--- src/rtl/ace_snoop_if.sv ---
// AC/CR/CD snoop channels between the CCU snoop crossbar and a cached ACE master.
// The master modport is the CCU side; the slave modport is the snoop responder.
interface ace_snoop_if #(
    parameter int AddrWidth = 48,
    parameter int DataWidth = 64
);
    logic                 ac_valid;
    logic                 ac_ready;
    logic [AddrWidth-1:0] ac_addr;
    logic [3:0]           ac_snoop;
    logic                 cr_valid;
    logic                 cr_ready;
    logic [4:0]           cr_resp;
    logic                 cd_valid;
    logic                 cd_ready;
    logic [DataWidth-1:0] cd_data;
    logic                 cd_last;

    modport master (
        output ac_valid, ac_addr, ac_snoop, cr_ready, cd_ready,
        input  ac_ready, cr_valid, cr_resp, cd_valid, cd_data, cd_last
    );

    modport slave (
        input  ac_valid, ac_addr, ac_snoop, cr_ready, cd_ready,
        output ac_ready, cr_valid, cr_resp, cd_valid, cd_data, cd_last
    );
endinterface

--- src/rtl/ace_snoop_responder.sv ---
// ACE snoop responder: one snoop at a time, tag lookup, CR response, in-order CD
// line stream from the data array, then the resulting coherence-state update.
module ace_snoop_responder #(
    parameter int AddrWidth = 48,
    parameter int DataWidth = 64,
    parameter int LineBeats = 4,
    parameter int WayWidth  = 2,
    localparam int BeatW    = $clog2(LineBeats),
    localparam int OffW     = $clog2(LineBeats * DataWidth / 8)
) (
    input  logic                 clk_i,
    input  logic                 rst_i,
    ace_snoop_if.slave           snp,
    output logic                 lookup_valid_o,
    input  logic                 lookup_ready_i,
    output logic [AddrWidth-1:0] lookup_addr_o,
    input  logic                 lookup_rsp_valid_i,
    input  logic                 lookup_hit_i,
    input  logic                 lookup_unique_i,
    input  logic                 lookup_dirty_i,
    input  logic [WayWidth-1:0]  lookup_way_i,
    output logic                 rd_en_o,
    output logic [WayWidth-1:0]  rd_way_o,
    output logic [AddrWidth-1:0] rd_addr_o,
    output logic [BeatW-1:0]     rd_beat_o,
    input  logic [DataWidth-1:0] rd_data_i,
    output logic                 upd_valid_o,
    input  logic                 upd_ready_i,
    output logic [WayWidth-1:0]  upd_way_o,
    output logic [AddrWidth-1:0] upd_addr_o,
    output logic                 upd_invalidate_o,
    output logic                 upd_clean_o,
    output logic                 upd_shared_o
);
    typedef enum logic [2:0] {IDLE, LOOKUP, RESP, DATA, UPDATE} state_t;

    state_t               state_reg;
    logic                 ready_en_reg;
    logic [3:0]           snoop_reg;
    logic [AddrWidth-1:0] addr_reg;
    logic [WayWidth-1:0]  way_reg;
    logic                 lookup_valid_reg;
    logic                 cr_valid_reg;
    logic [4:0]           cr_resp_reg;
    logic                 inv_reg, clean_reg, shared_reg;
    logic                 upd_valid_reg;
    logic [BeatW:0]       req_cnt_reg;
    logic [BeatW-1:0]     sent_cnt_reg;
    logic                 pend_reg;
    logic                 hold_valid_reg;
    logic [DataWidth-1:0] hold_data_reg;

    logic                 ac_hs, cd_present, cd_hs, op_supported;
    logic [4:0]           dec_resp;
    logic                 dec_inv, dec_clean, dec_shared;

    assign ac_hs      = snp.ac_valid && snp.ac_ready;
    // A beat is presented either straight from the array (pend) or from the hold register after a stall.
    assign cd_present = pend_reg || hold_valid_reg;
    assign cd_hs      = cd_present && snp.cd_ready;

    assign snp.ac_ready = (state_reg == IDLE) && ready_en_reg;
    assign snp.cr_valid = cr_valid_reg;
    assign snp.cr_resp  = cr_resp_reg;
    assign snp.cd_valid = cd_present;
    assign snp.cd_data  = hold_valid_reg ? hold_data_reg : (pend_reg ? rd_data_i : '0);
    assign snp.cd_last  = cd_present && (sent_cnt_reg == BeatW'(LineBeats - 1));

    assign lookup_valid_o   = lookup_valid_reg;
    assign lookup_addr_o    = addr_reg;
    assign rd_en_o          = (state_reg == DATA) && (req_cnt_reg < (BeatW + 1)'(LineBeats))
                              && (!cd_present || cd_hs);
    assign rd_way_o         = way_reg;
    assign rd_addr_o        = addr_reg;
    assign rd_beat_o        = req_cnt_reg[BeatW-1:0];
    assign upd_valid_o      = upd_valid_reg;
    assign upd_way_o        = way_reg;
    assign upd_addr_o       = addr_reg;
    assign upd_invalidate_o = inv_reg;
    assign upd_clean_o      = clean_reg;
    assign upd_shared_o     = shared_reg;

    always_comb begin
        case (snp.ac_snoop)
            4'b0000, 4'b0001, 4'b0010, 4'b0011, 4'b0111,
            4'b1000, 4'b1001, 4'b1101: op_supported = 1'b1;
            default:                   op_supported = 1'b0;
        endcase
    end

    // Response bits are {WasUnique, IsShared, PassDirty, Error, DataTransfer}.
    always_comb begin
        dec_resp   = '0;
        dec_inv    = 1'b0;
        dec_clean  = 1'b0;
        dec_shared = 1'b0;
        if (lookup_hit_i) begin
            case (snoop_reg)
                4'b0000: dec_resp = {lookup_unique_i, 1'b1, 1'b0, 1'b0, 1'b1};
                4'b0001, 4'b0010, 4'b0011: begin
                    dec_resp   = {lookup_unique_i, 1'b1, lookup_dirty_i, 1'b0, 1'b1};
                    dec_shared = 1'b1;
                    dec_clean  = lookup_dirty_i;
                end
                4'b0111: begin
                    dec_resp = {lookup_unique_i, 1'b0, lookup_dirty_i, 1'b0, 1'b1};
                    dec_inv  = 1'b1;
                end
                4'b1000: begin
                    dec_resp  = {lookup_unique_i, 1'b1, lookup_dirty_i, 1'b0, lookup_dirty_i};
                    dec_clean = lookup_dirty_i;
                end
                4'b1001: begin
                    dec_resp = {lookup_unique_i, 1'b0, lookup_dirty_i, 1'b0, lookup_dirty_i};
                    dec_inv  = 1'b1;
                end
                4'b1101: dec_inv = 1'b1;
                default: dec_resp = '0;
            endcase
        end
    end

    always_ff @(posedge clk_i) begin
        if (rst_i) begin
            state_reg        <= IDLE;
            ready_en_reg     <= 1'b0;
            snoop_reg        <= '0;
            addr_reg         <= '0;
            way_reg          <= '0;
            lookup_valid_reg <= 1'b0;
            cr_valid_reg     <= 1'b0;
            cr_resp_reg      <= '0;
            inv_reg          <= 1'b0;
            clean_reg        <= 1'b0;
            shared_reg       <= 1'b0;
            upd_valid_reg    <= 1'b0;
            req_cnt_reg      <= '0;
            sent_cnt_reg     <= '0;
            pend_reg         <= 1'b0;
            hold_valid_reg   <= 1'b0;
            hold_data_reg    <= '0;
        end else begin
            ready_en_reg <= 1'b1;
            case (state_reg)
                IDLE: begin
                    if (ac_hs) begin
                        snoop_reg <= snp.ac_snoop;
                        addr_reg  <= {snp.ac_addr[AddrWidth-1:OffW], {OffW{1'b0}}};
                        if (op_supported) begin
                            lookup_valid_reg <= 1'b1;
                            state_reg        <= LOOKUP;
                        end else begin
                            cr_valid_reg <= 1'b1;
                            cr_resp_reg  <= '0;
                            inv_reg      <= 1'b0;
                            clean_reg    <= 1'b0;
                            shared_reg   <= 1'b0;
                            state_reg    <= RESP;
                        end
                    end
                end
                LOOKUP: begin
                    if (lookup_valid_reg && lookup_ready_i) begin
                        lookup_valid_reg <= 1'b0;
                    end
                    if (lookup_rsp_valid_i && (!lookup_valid_reg || lookup_ready_i)) begin
                        way_reg      <= lookup_way_i;
                        cr_resp_reg  <= dec_resp;
                        inv_reg      <= dec_inv;
                        clean_reg    <= dec_clean;
                        shared_reg   <= dec_shared;
                        cr_valid_reg <= 1'b1;
                        state_reg    <= RESP;
                    end
                end
                RESP: begin
                    if (snp.cr_ready) begin
                        cr_valid_reg <= 1'b0;
                        if (cr_resp_reg[0]) begin
                            req_cnt_reg    <= '0;
                            sent_cnt_reg   <= '0;
                            pend_reg       <= 1'b0;
                            hold_valid_reg <= 1'b0;
                            state_reg      <= DATA;
                        end else if (inv_reg || clean_reg || shared_reg) begin
                            upd_valid_reg <= 1'b1;
                            state_reg     <= UPDATE;
                        end else begin
                            state_reg <= IDLE;
                        end
                    end
                end
                DATA: begin
                    pend_reg    <= rd_en_o;
                    req_cnt_reg <= req_cnt_reg + (BeatW + 1)'(rd_en_o);
                    // Array data is only valid for one cycle, so a stalled beat is parked in the hold register.
                    if (pend_reg && !cd_hs) begin
                        hold_valid_reg <= 1'b1;
                        hold_data_reg  <= rd_data_i;
                    end else if (cd_hs) begin
                        hold_valid_reg <= 1'b0;
                    end
                    if (cd_hs) begin
                        sent_cnt_reg <= sent_cnt_reg + 1'b1;
                        if (snp.cd_last) begin
                            if (inv_reg || clean_reg || shared_reg) begin
                                upd_valid_reg <= 1'b1;
                                state_reg     <= UPDATE;
                            end else begin
                                state_reg <= IDLE;
                            end
                        end
                    end
                end
                UPDATE: begin
                    if (upd_ready_i) begin
                        upd_valid_reg <= 1'b0;
                        state_reg     <= IDLE;
                    end
                end
                default: state_reg <= IDLE;
            endcase
        end
    end
endmodule
--- src/flat_wrapper.sv ---
// flat-port wrapper written by rule: the top's interface ports become plain ports
module ace_snoop_responder_flat 
#(
    parameter int AddrWidth = 48,
    parameter int DataWidth = 64,
    parameter int LineBeats = 4,
    parameter int WayWidth  = 2,
    localparam int BeatW    = $clog2(LineBeats),
    localparam int OffW     = $clog2(LineBeats * DataWidth / 8)
)
  (clk_i, rst_i, lookup_valid_o, lookup_ready_i, lookup_addr_o, lookup_rsp_valid_i, lookup_hit_i, lookup_unique_i, lookup_dirty_i, lookup_way_i, rd_en_o, rd_way_o, rd_addr_o, rd_beat_o, rd_data_i, upd_valid_o, upd_ready_i, upd_way_o, upd_addr_o, upd_invalidate_o, upd_clean_o, upd_shared_o, snp_ac_valid, snp_ac_addr, snp_ac_snoop, snp_cr_ready, snp_cd_ready, snp_ac_ready, snp_cr_valid, snp_cr_resp, snp_cd_valid, snp_cd_data, snp_cd_last);
  ace_snoop_if #(.AddrWidth(AddrWidth), .DataWidth(DataWidth)) snp_i ();
  input  logic clk_i;
  input  logic rst_i;
  output logic lookup_valid_o;
  input  logic lookup_ready_i;
  output logic [AddrWidth-1:0] lookup_addr_o;
  input  logic lookup_rsp_valid_i;
  input  logic lookup_hit_i;
  input  logic lookup_unique_i;
  input  logic lookup_dirty_i;
  input  logic [WayWidth-1:0] lookup_way_i;
  output logic rd_en_o;
  output logic [WayWidth-1:0] rd_way_o;
  output logic [AddrWidth-1:0] rd_addr_o;
  output logic [BeatW-1:0] rd_beat_o;
  input  logic [DataWidth-1:0] rd_data_i;
  output logic upd_valid_o;
  input  logic upd_ready_i;
  output logic [WayWidth-1:0] upd_way_o;
  output logic [AddrWidth-1:0] upd_addr_o;
  output logic upd_invalidate_o;
  output logic upd_clean_o;
  output logic upd_shared_o;
  input wire logic [$bits(snp_i.ac_valid)-1:0] snp_ac_valid;
  input wire logic [$bits(snp_i.ac_addr)-1:0] snp_ac_addr;
  input wire logic [$bits(snp_i.ac_snoop)-1:0] snp_ac_snoop;
  input wire logic [$bits(snp_i.cr_ready)-1:0] snp_cr_ready;
  input wire logic [$bits(snp_i.cd_ready)-1:0] snp_cd_ready;
  output wire logic [$bits(snp_i.ac_ready)-1:0] snp_ac_ready;
  output wire logic [$bits(snp_i.cr_valid)-1:0] snp_cr_valid;
  output wire logic [$bits(snp_i.cr_resp)-1:0] snp_cr_resp;
  output wire logic [$bits(snp_i.cd_valid)-1:0] snp_cd_valid;
  output wire logic [$bits(snp_i.cd_data)-1:0] snp_cd_data;
  output wire logic [$bits(snp_i.cd_last)-1:0] snp_cd_last;
  assign snp_i.ac_valid = snp_ac_valid;
  assign snp_i.ac_addr = snp_ac_addr;
  assign snp_i.ac_snoop = snp_ac_snoop;
  assign snp_i.cr_ready = snp_cr_ready;
  assign snp_i.cd_ready = snp_cd_ready;
  assign snp_ac_ready = snp_i.ac_ready;
  assign snp_cr_valid = snp_i.cr_valid;
  assign snp_cr_resp = snp_i.cr_resp;
  assign snp_cd_valid = snp_i.cd_valid;
  assign snp_cd_data = snp_i.cd_data;
  assign snp_cd_last = snp_i.cd_last;
  ace_snoop_responder #(.AddrWidth(AddrWidth), .DataWidth(DataWidth), .LineBeats(LineBeats), .WayWidth(WayWidth)) u_core (.clk_i(clk_i), .rst_i(rst_i), .snp(snp_i), .lookup_valid_o(lookup_valid_o), .lookup_ready_i(lookup_ready_i), .lookup_addr_o(lookup_addr_o), .lookup_rsp_valid_i(lookup_rsp_valid_i), .lookup_hit_i(lookup_hit_i), .lookup_unique_i(lookup_unique_i), .lookup_dirty_i(lookup_dirty_i), .lookup_way_i(lookup_way_i), .rd_en_o(rd_en_o), .rd_way_o(rd_way_o), .rd_addr_o(rd_addr_o), .rd_beat_o(rd_beat_o), .rd_data_i(rd_data_i), .upd_valid_o(upd_valid_o), .upd_ready_i(upd_ready_i), .upd_way_o(upd_way_o), .upd_addr_o(upd_addr_o), .upd_invalidate_o(upd_invalidate_o), .upd_clean_o(upd_clean_o), .upd_shared_o(upd_shared_o));
endmodule
--- config.mk ---
export PLATFORM = sky130hd
export DESIGN_NAME = ace_snoop_responder_flat
export DESIGN_NICKNAME = d
export VERILOG_FILES = /design/src/rtl/ace_snoop_if.sv /design/src/rtl/ace_snoop_responder.sv /design/src/flat_wrapper.sv
export SDC_FILE = /design/constraint.sdc
export NUM_CORES = 1
export LEC_CHECK = 0
export ABC_AREA = 0
export BUFFER_PORTS_ARGS = -buffer_cell sky130_fd_sc_hd__buf_2
export CAP_MARGIN = 0
export CORE_AREA = 2 2 138 140
export DETAILED_ROUTE_END_ITERATION = 8
export DIE_AREA = 0 0 140 142
export PLACE_DENSITY = 0.75
export SLEW_MARGIN = 0
export SYNTH_ARGS = -nofsm -noshare
export SYNTH_HDL_FRONTEND = slang
export SYNTH_SLANG_ARGS = --single-unit
--- constraint.sdc ---
create_clock -name clk_i -period 3 [get_ports clk_i]
set_input_delay 0.15 -clock clk_i [delete_from_list [all_inputs] [get_ports clk_i]]
set_output_delay 0.15 -clock clk_i [all_outputs]
set_load 0.01 [all_outputs]
## Word-level counts from Yosys, hierarchy flattened

Memory sizes are Yosys's and may differ from the RTL's.
Index checks and enable logic that the tools add are counted.
W data, S select, Z words.

- Bits in registers: 135
- Bits in read-only memories: 16
- Input port bits: 129
- Output and inout bits: 229
- Memories kept: 1

Memory list:

| name | depth | bits a word | read ports | clocked after memory_dff | write ports | line | source |
|---|---|---|---|---|---|---|---|
| (name not given) | 16 | 1 | 1 | 0 | 0 | ace_snoop_responder.sv:84 | `case (snp.ac_snoop)` |

- Add/subtract/negate cells: 2
- Magnitude comparators: 1
- Equal/unequal tests: 24
- Mux-type cells: 62
- Reduce and logical (&&, ||, !) cells: 37

Operators with widths:

| operator | count |
|---|---|
| $mux W64 | 2 |
| $mux W3 | 10 |
| $mux W1 | 29 |
| $pmux W5 S5 | 1 |
| $mux W5 | 4 |
| $reduce_and A4 Y1 | 4 |
| $pmux W3 S5 | 1 |
| $eq A4 B4 Y1 const B | 3 |
| $ne A2 B1 Y1 const B | 6 |
| $pmux W1 S2 | 6 |
| $reduce_and A6 Y1 | 2 |
| $ne A2 B2 Y1 const B | 5 |
| $pmux W5 S2 | 1 |
| $logic_and A1 B1 Y1 | 9 |
| $eq A4 B2 Y1 const B | 2 |
| $mux W2 | 4 |
| $eq A3 B2 Y1 const B | 2 |
| $pmux W1 S3 | 2 |
| $pmux W3 S2 | 1 |
| $reduce_and A2 Y1 | 3 |
| $reduce_bool A3 Y1 | 2 |
| $reduce_or A3 Y1 | 2 |
| $logic_or A1 B1 Y1 | 5 |
| $reduce_and A5 Y1 | 1 |
| 16 further kinds | 19 |

## Logic depth before layout (Yosys ltp)

Gate-level depths: netlist of the first run.

- Word-level depth: 6
- Gate-level depth with buffers: 8
- Gate-level depth less buffers: 7

## Worst setup path before layout of the first run

Ideal clock, no wire load.

- Path type: flip-flop to flip-flop
- From: reg u_core.pend_reg
- To: reg u_core.req_cnt_reg[1]
- Arrival: 1.906 ns
- Data required time: 2.872 ns
- Slack: 0.967 ns
- Cell stages (with the launch flop): 8
- Period minus slack after synthesis: 2.033 ns
- Cell sequence: dfxtp_1 clkbuf_2 or2_2 a211oi_1 ha_1 ha_1 a22oi_1 nor2_1

- Cells in the longest elaborated chain, start to end: 6
- Elaborated cells on any way between the ends: 7
- Classes of those cells: add/sub (1); mux (1); reduce/logical (5)

Ends and longest elaborated chain:

| what | line | source |
|---|---|---|
| start, declared | ace_snoop_responder.sv:49 | `logic pend_reg;` |
| start signal, assigned | ace_snoop_responder.sv:194 | `pend_reg <= rd_en_o;` |
| $logic_or A1 B1 Y1 * | ace_snoop_responder.sv:59 | `assign cd_present = pend_reg \|\| hold_valid_reg;` |
| via snp_cd_valid | flat_wrapper.sv:43 | `output wire logic [$bits(snp_i.cd_valid)-1:0] snp_cd_valid;` |
| $logic_not A1 Y1 / $logic_and A1 B1 Y1 (equally long branches) | ace_snoop_responder.sv:72, ace_snoop_responder.sv:60 |  |
| $logic_or A1 B1 Y1 * | ace_snoop_responder.sv:72 | `&& (!cd_present \|\| cd_hs);` |
| $logic_and A1 B1 Y1 * | ace_snoop_responder.sv:72 |  |
| via rd_en_o | flat_wrapper.sv:23 | `output logic rd_en_o;` |
| $add A3 B1 Y3 * | ace_snoop_responder.sv:195 | `req_cnt_reg <= req_cnt_reg + (BeatW + 1)'(rd_en_o);` |
| $pmux W3 S2 * | ace_snoop_responder.sv:144 | `case (state_reg)` |
| end signal, assigned | ace_snoop_responder.sv:195 |  |
| end, declared | ace_snoop_responder.sv:47 | `logic [BeatW:0] req_cnt_reg;` |

The timed path passes the listed nets; every way through them passes the cells marked *.
A chain may end at the register's enable or synchronous reset.

## Worst setup path in the final report of the first run

- From: reg u_core.pend_reg
- To: out snp_cd_data[36]

- Cells in the longest elaborated chain, start to end: 2

Ends and longest elaborated chain:

| what | line | source |
|---|---|---|
| $mux W64 (2 in a row) | ace_snoop_responder.sv:66 | `assign snp.cd_data = hold_valid_reg ? hold_data_reg : (pend_reg ? rd_data_i : '0);` |
| end, declared | flat_wrapper.sv:44 | `output wire logic [$bits(snp_i.cd_data)-1:0] snp_cd_data;` |

No other way between the ends.

==> results of run 1 <==
[path summary, 6_finish.rpt]
kind                                                from                       end  cells after the start
worst max-delay path                     u_core.pend_reg           snp_cd_data[36]                      4
worst min-delay path                      lookup_dirty_i        u_core.upd_clean_o                      3
worst max register to register       u_core.state_reg[1]  u_core.hold_data_reg[52]                      5
worst min register to register  u_core.hold_data_reg[24]  u_core.hold_data_reg[24]                      2
[worst max-delay path, delay by kind of cell (launching register included)]
family	cells	cell delay, ns
AO/OA/AOI/OAI	1	0.19
flip-flops	1	0.46
AND/OR/NAND/NOR	1	0.62
buffers and inverters	2	0.53
[cells by family after synthesis]
kind of cell	after synthesis	share of synthesized area [%]
buffers and inverters	170	17.4
and+or+nand+nor	294	18.4
AOI/OAI and AO/OA	215	21.0
other	1	0.0572
muxes	11	1.70
adders and majority gates	3	0.572
DFF	134	40.9
[layer usage]
layer	global-route usage [%]	wire length [um]
met1	22.7	8270
met3	4.71	1310
met2	35.9	10800
met4	8.51	513
met5	0	0
[area by class of cell]
| type | count | area (um^2) |
|---|---|---|
| multi-input cells | 539 | 2810 |
| well taps | 234 | 293 |
| clock inverters | 13 | 194 |
| clock buffers | 19 | 443 |
| repair buffers | 458 | 2880 |
| diodes | 1 | 2.50 |
| inverters | 5 | 18.8 |
| flip-flops and latches | 134 | 2680 |
| fillers | 1714 | 9130 |
[cells in the final DEF (no fill, tap or decap), types with 3 or more instances in the layout]
cell,Yosys,layout
o21ai_1,3,3
conb_1,1,16
clkbuf_16,0,17
inv_6,0,4
nand3_1,5,4
mux2i_1,10,10
dfxtp_1,134,133
nand2_1,240,240
a22oi_1,4,4
nor2_1,22,22
o21ai_0,7,7
nor3_1,4,4
buf_2,14,335
clkinvlp_4,0,4
bufinv_16,0,4
buf_4,109,10
inv_1,5,5
a22o_1,63,63
ha_1,3,3
dlygate4sd3_1,0,113
a21oi_1,125,125
[power by group]
group / total (mW) / internal [mW] / switching, mW / leakage [nW]
Clock: 2.25 / 1.43 / 0.821 / 0.297
Combinational: 0.626 / 0.304 / 0.322 / 2.95
Sequential: 1.89 / 1.83 / 0.0646 / 1.09
Total: 4.76 / 3.56 / 1.21 / 4.34
[through the flow]
step | hold slack (ns) | power (mW) | setup slack, ns | cells | instance area, um^2
floorplan | 0.266 | 2.28 | 0.967 | 843 | 6620
global placement | 0.377 | 2.42 | 0.921 | 1257 | 7560
detailed placement | 0.376 | 2.43 | 0.834 | 1257 | 7560
CTS | 0.0146 | 4.82 | 0.592 | 1402 | 9320
global route | 0.0258 | 4.95 | 0.460 | 1403 | 9330
finish | 0.0337 | 4.76 | 0.625 | 1403 | 9330
==> flow_metrics.tcl, run 1 <==
set metrics [dict create \
    coreArea_um2 18500 \
    syn-cell-area_um2 6560 \
    cp_slowest_cell "nor2b_4" \
    max_slew_margin_pct 53.7 \
    worstSetupPathType "flop to output port" \
    worstMarginPinSlew_ns 0.695 \
    worstPathMaxFanout 28 \
    fin_crit_ns 2.38 \
    clock-sinks 134 \
    gp_congestion 0.803 \
    synth_cells 828 \
    worstPathRequired_ns 2.85 \
    synth_commonest_cells "nand2_1 (240), dfxtp_1 (134), a21oi_1 (125)" \
    wl_mm 20.8 \
    max_stage_delay_ns 0.62 \
    wl_per_cell_um 14.9 \
    die_area_um2 19900 \
    numCtsBuffers 17 \
    grt_pass1_wl_mm 32.1 \
    hpwl_mm 13.2 \
    ys_types 47 \
    largest_register_ffs 64 \
    drive_gt1_share_pct 33.6 \
    fin_crit_sh_pct 79.2 \
    clk_latency_ns 0.42 \
    final_hold_viol_count 0 \
    cp_data_arrival_time_ns 2.23 \
    r2r_setup_slack_ns 0.75 \
    area_growth_pct 42.1 \
    ys_ff_latch 134 \
    port_buffers 336 \
    first_pass_iters 9 \
    yosys_warnings 0 \
    skew_ns 0.0132 \
    htreeDepth 4 \
    synthArstFlopShare_pct 0 \
    path_cells "nor2b_4 -> buf_4 -> a22o_1 -> buf_2" \
    synth_edf_count 0 \
    setup_viol 0 \
    drv_slew 0 \
    ys_seq_area_share_pct 40.9 \
    rows 50 \
    post-synth-top-count-cell "nand2_1" \
    maxCapViolCount 0 \
    grt_max_degree 65 \
    ioPinCount 358 \
    grt_usage_pct 19.9 \
    routed_via_density 4.85 \
    antenna_found_initial 1 \
    fmaxAchievable_mhz 421 \
    tns_ns 0 \
    drcViolationCount 25 \
    avgSynthCellArea_um2 7.92 \
    final_core_util_pct 50.5 \
    min_path_type "primary input to flop" \
    clk_pin_slew_worst_paths_ns 0.06 \
    initial_core_util_pct 35.6 \
    drtIter0Drc 401 \
    max-clock-path-buffers 2 \
    synth_top_flop_cell "dfxtp_1" \
    grt_pass1_vias 6475 \
    cts_root_buffer "clkbuf_16" \
    nNetsFinal 1287 \
    yosys.area.top_type "dfxtp_1" \
    ir_drop_uv 353 \
    overflow 0 \
    ant_nets 0 \
    critPathCaptureType "output port" \
    cts-resized-gates 0 \
    die_w_um 140 \
    crit_path_start_kind "flop" \
    synth_top_area_share_pct 40.9 \
    cts_tree "done" \
    violations "design-rule violations" \
    cts_hold_buffers 113 \
    via_count 6807 \
    synth_area_leaders "dfxtp_1 (41%), nand2_1 (14%), buf_4 (12%)" \
    p_leak_nw 4.34 \
    post-cts-setup-buffer-count 0 \
    rsz0062_at_grt "no" \
    die_y_um 142 \
    status "finished, violations left" \
    power_density_nw_per_um2 511 \
]
Note: power is estimated with default switching activity, not from simulation.
==> run 2: changes to the inputs <==
--- a/config.mk
+++ b/config.mk
@@ -5,13 +5,13 @@
 export SDC_FILE = /design/constraint.sdc
 export NUM_CORES = 1
 export LEC_CHECK = 0
-export ABC_AREA = 0
+export ABC_AREA = 1
 export BUFFER_PORTS_ARGS = -buffer_cell sky130_fd_sc_hd__buf_2
 export CAP_MARGIN = 0
-export CORE_AREA = 2 2 138 140
+export CORE_AREA = 2 2 141 143
 export DETAILED_ROUTE_END_ITERATION = 8
-export DIE_AREA = 0 0 140 142
-export PLACE_DENSITY = 0.75
+export DIE_AREA = 0 0 143 145
+export PLACE_DENSITY = 0.77
 export SLEW_MARGIN = 0
 export SYNTH_ARGS = -nofsm -noshare
 export SYNTH_HDL_FRONTEND = slang
==> constraint.sdc (replaced) <==
create_clock -name clk_i -period 1.9 [get_ports clk_i]
set_input_delay 0.095 -clock clk_i [delete_from_list [all_inputs] [get_ports clk_i]]
set_output_delay 0.095 -clock clk_i [all_outputs]
set_load 0.01 [all_outputs]
==> flow_metrics.tcl, run 2 <==
set metrics [dict create \
    drv_slew 0 \
    max_slew_margin_pct 55.0 \
    numCtsBuffers 17 \
    coreArea_um2 19200 \
    tns_ns 0 \
    hpwl_mm 13.9 \
    drtIter0Drc 398 \
    synth_commonest_cells "nand2_1 (142), dfxtp_1 (134), a21oi_1 (131)" \
    grtUsageMet1_pct 23.7 \
    wl_mm 22.3 \
    diodes 0 \
    yosys.area.top_type "dfxtp_1" \
    power_density_nw_per_um2 968 \
    die_y_um 145 \
    num-fill-cells 1751 \
    min_path_type "primary input to flop" \
    worstPathRequired_ns 1.80 \
    switching_share_pct 33.7 \
    wl_per_cell_um 14.3 \
    synth_top_area_share_pct 39.2 \
    synth_top_flop_cell "dfxtp_1" \
    clk_latency_ns 0.41 \
    r2r_setup_slack_ns 0.23 \
    setup_viol 0 \
    grt_pass1_vias 7095 \
    via_count 7465 \
    grt_max_degree 129 \
    area_growth_pct 41.8 \
    nNetsFinal 1414 \
    ys_seq_area_share_pct 39.2 \
    ir_drop_uv 583 \
    clk_pin_slew_worst_paths_ns 0.06 \
    grt_usage_pct 20.3 \
    grt_busiest_layer "met2" \
    pwr-share-comb_pct 28.5 \
    finalNonFillerCells 1560 \
    synth_edf_count 0 \
    rows 51 \
    pwr-share-seq_pct 34.9 \
    die_w_um 143 \
    ioPinCount 358 \
    place_inst 1413 \
    largest_register_ffs 64 \
    maxCapViolCount 0 \
    drive_gt1_share_pct 30.7 \
    ys_types 28 \
    power.switching_mw 3.16 \
    synth_cells 951 \
    drcViolationCount 0 \
    routed_via_density 4.79 \
    cts_root_buffer "clkbuf_16" \
    first_pass_iters 5 \
    seq_area_um2 2680 \
    clock-sinks 134 \
    synthArstFlopShare_pct 0 \
    yosys_warnings 0 \
    antenna_found_initial 0 \
    worstPathMaxFanout 62 \
    p_leak_nw 4.52 \
    overflow 0 \
    fmaxAchievable_mhz 588 \
    grt_pass1_wl_mm 34.6 \
    avgSynthCellArea_um2 7.19 \
    gp_congestion 0.864 \
    clockPowerShare_pct 36.6 \
    htreeDepth 4 \
    final_hold_viol_count 0 \
    gr-usage-met3_pct 5.25 \
    port_buffers 336 \
    initial_core_util_pct 35.6 \
    layout_commonest_cell "buf_2" \
    syn-cell-area_um2 6840 \
    final_cell_mix "buf_2 (336), nand2_1 (142), dfxtp_1 (133)" \
    cp_data_arrival_time_ns 1.61 \
    worstMarginPinSlew_ns 0.675 \
    multi_input_area_um2 2700 \
    power.internal_mw 6.22 \
    status "complete, no violations" \
    critPathCaptureType "output port" \
    ant_nets 0 \
    use_met2_pct 34.7 \
    rsz0062_at_grt "no" \
    die_area_um2 20700 \
    cts_tree "done" \
    skew_ns 0.00960 \
    ys_ff_latch 134 \
    crit_path_start_kind "flop" \
    synth_area_leaders "dfxtp_1 (39%), buf_4 (12%), a21oi_1 (9.6%)" \
    fin_crit_sh_pct 89.5 \
    fin_crit_ns 1.70 \
    post-synth-top-count-cell "nand2_1" \
    worstSetupPathType "flop to output port" \
    max-clock-path-buffers 2 \
]
## run 2: final cells by class
cell class	instances	area share [%]
timing repair buffer	461	30.9
tap	265	3.42
clock inverter	13	1.74
sequential	134	27.7
clock buffer	19	4.57
inverter	98	3.86
multi-input combinational	570	27.9
## run 2: power by group through the flow
| stage | Combinational, mW | Clock (mW) | Sequential [mW] |
|---|---|---|---|
| 2_1_floorplan | 1.79 | 0 | 3.38 |
| 3_3_place_gp | 2.43 | 0 | 3.32 |
| 3_5_place_dp | 2.46 | 0 | 3.33 |
| 4_1_cts | 2.66 | 3.53 | 3.27 |
| 5_1_grt | 2.96 | 3.66 | 3.30 |
| 6_report | 2.68 | 3.43 | 3.27 |
## run 2: worst max-delay path: stages, from the launching register on
cell      delay [ns]
dfxtp_1         0.34
clkinv_2        0.13
buf_16          0.22
o21ai_0         0.30
buf_2           0.19
## run 2: stage by stage
stage	hold WS, ns	cell area [um^2]	util, %	total power, mW	setup slack [ns]
global route	0.0373	9700	50.5	9.92	0.0882
CTS	0.0103	9670	50.3	9.45	0.0465
global placement	0.319	7910	41.2	5.74	0.255
finish	0.0330	9700	50.5	9.39	0.200
floorplan	0.230	6900	-	5.17	0.108
detailed placement	0.326	7910	41.2	5.79	0.178
## run 2: metal layers
metal / up-vias / wire length (um)
li1: 3652 / -
met1: 3409 / 8900
met2: 355 / 10900
met3: 49 / 1730
met4: 0 / 802
met5: - / 0
## run 2: logic make-up after synthesis
| logic type | Yosys count | share of synthesized area [%] |
|---|---|---|
| buffers and inverters | 262 | 22.3 |
| AND/OR/NAND/NOR | 273 | 17.4 |
| XOR/XNOR | 1 | 0.128 |
| other | 1 | 0.0548 |
| AO/OA/AOI/OAI | 277 | 20.4 |
| adder cells (fa/ha/maj) | 3 | 0.549 |
| flip-flops | 134 | 39.2 |
## run 2: what timing repair did
| action | in CTS | in global routing |
|---|---|---|
| resized for setup | 0 | 3 |
| endpoints found under the hold margin | 115 | 0 |
| endpoints found under the setup margin | 0 | 11 |
| setup buffers | 0 | 0 |
| hold buffers | 115 | 0 |
## run 2: path summary, 6_finish.rpt
kind                                 start                       end  cells past startpoint
hold reg to reg   u_core.hold_data_reg[23]  u_core.hold_data_reg[23]                      2
setup / recovery     u_core.hold_valid_reg           snp_cd_data[15]                      4
hold / removal              lookup_ready_i     u_core.lookup_valid_o                      4
setup reg to reg       u_core.state_reg[0]  u_core.hold_data_reg[24]                      7
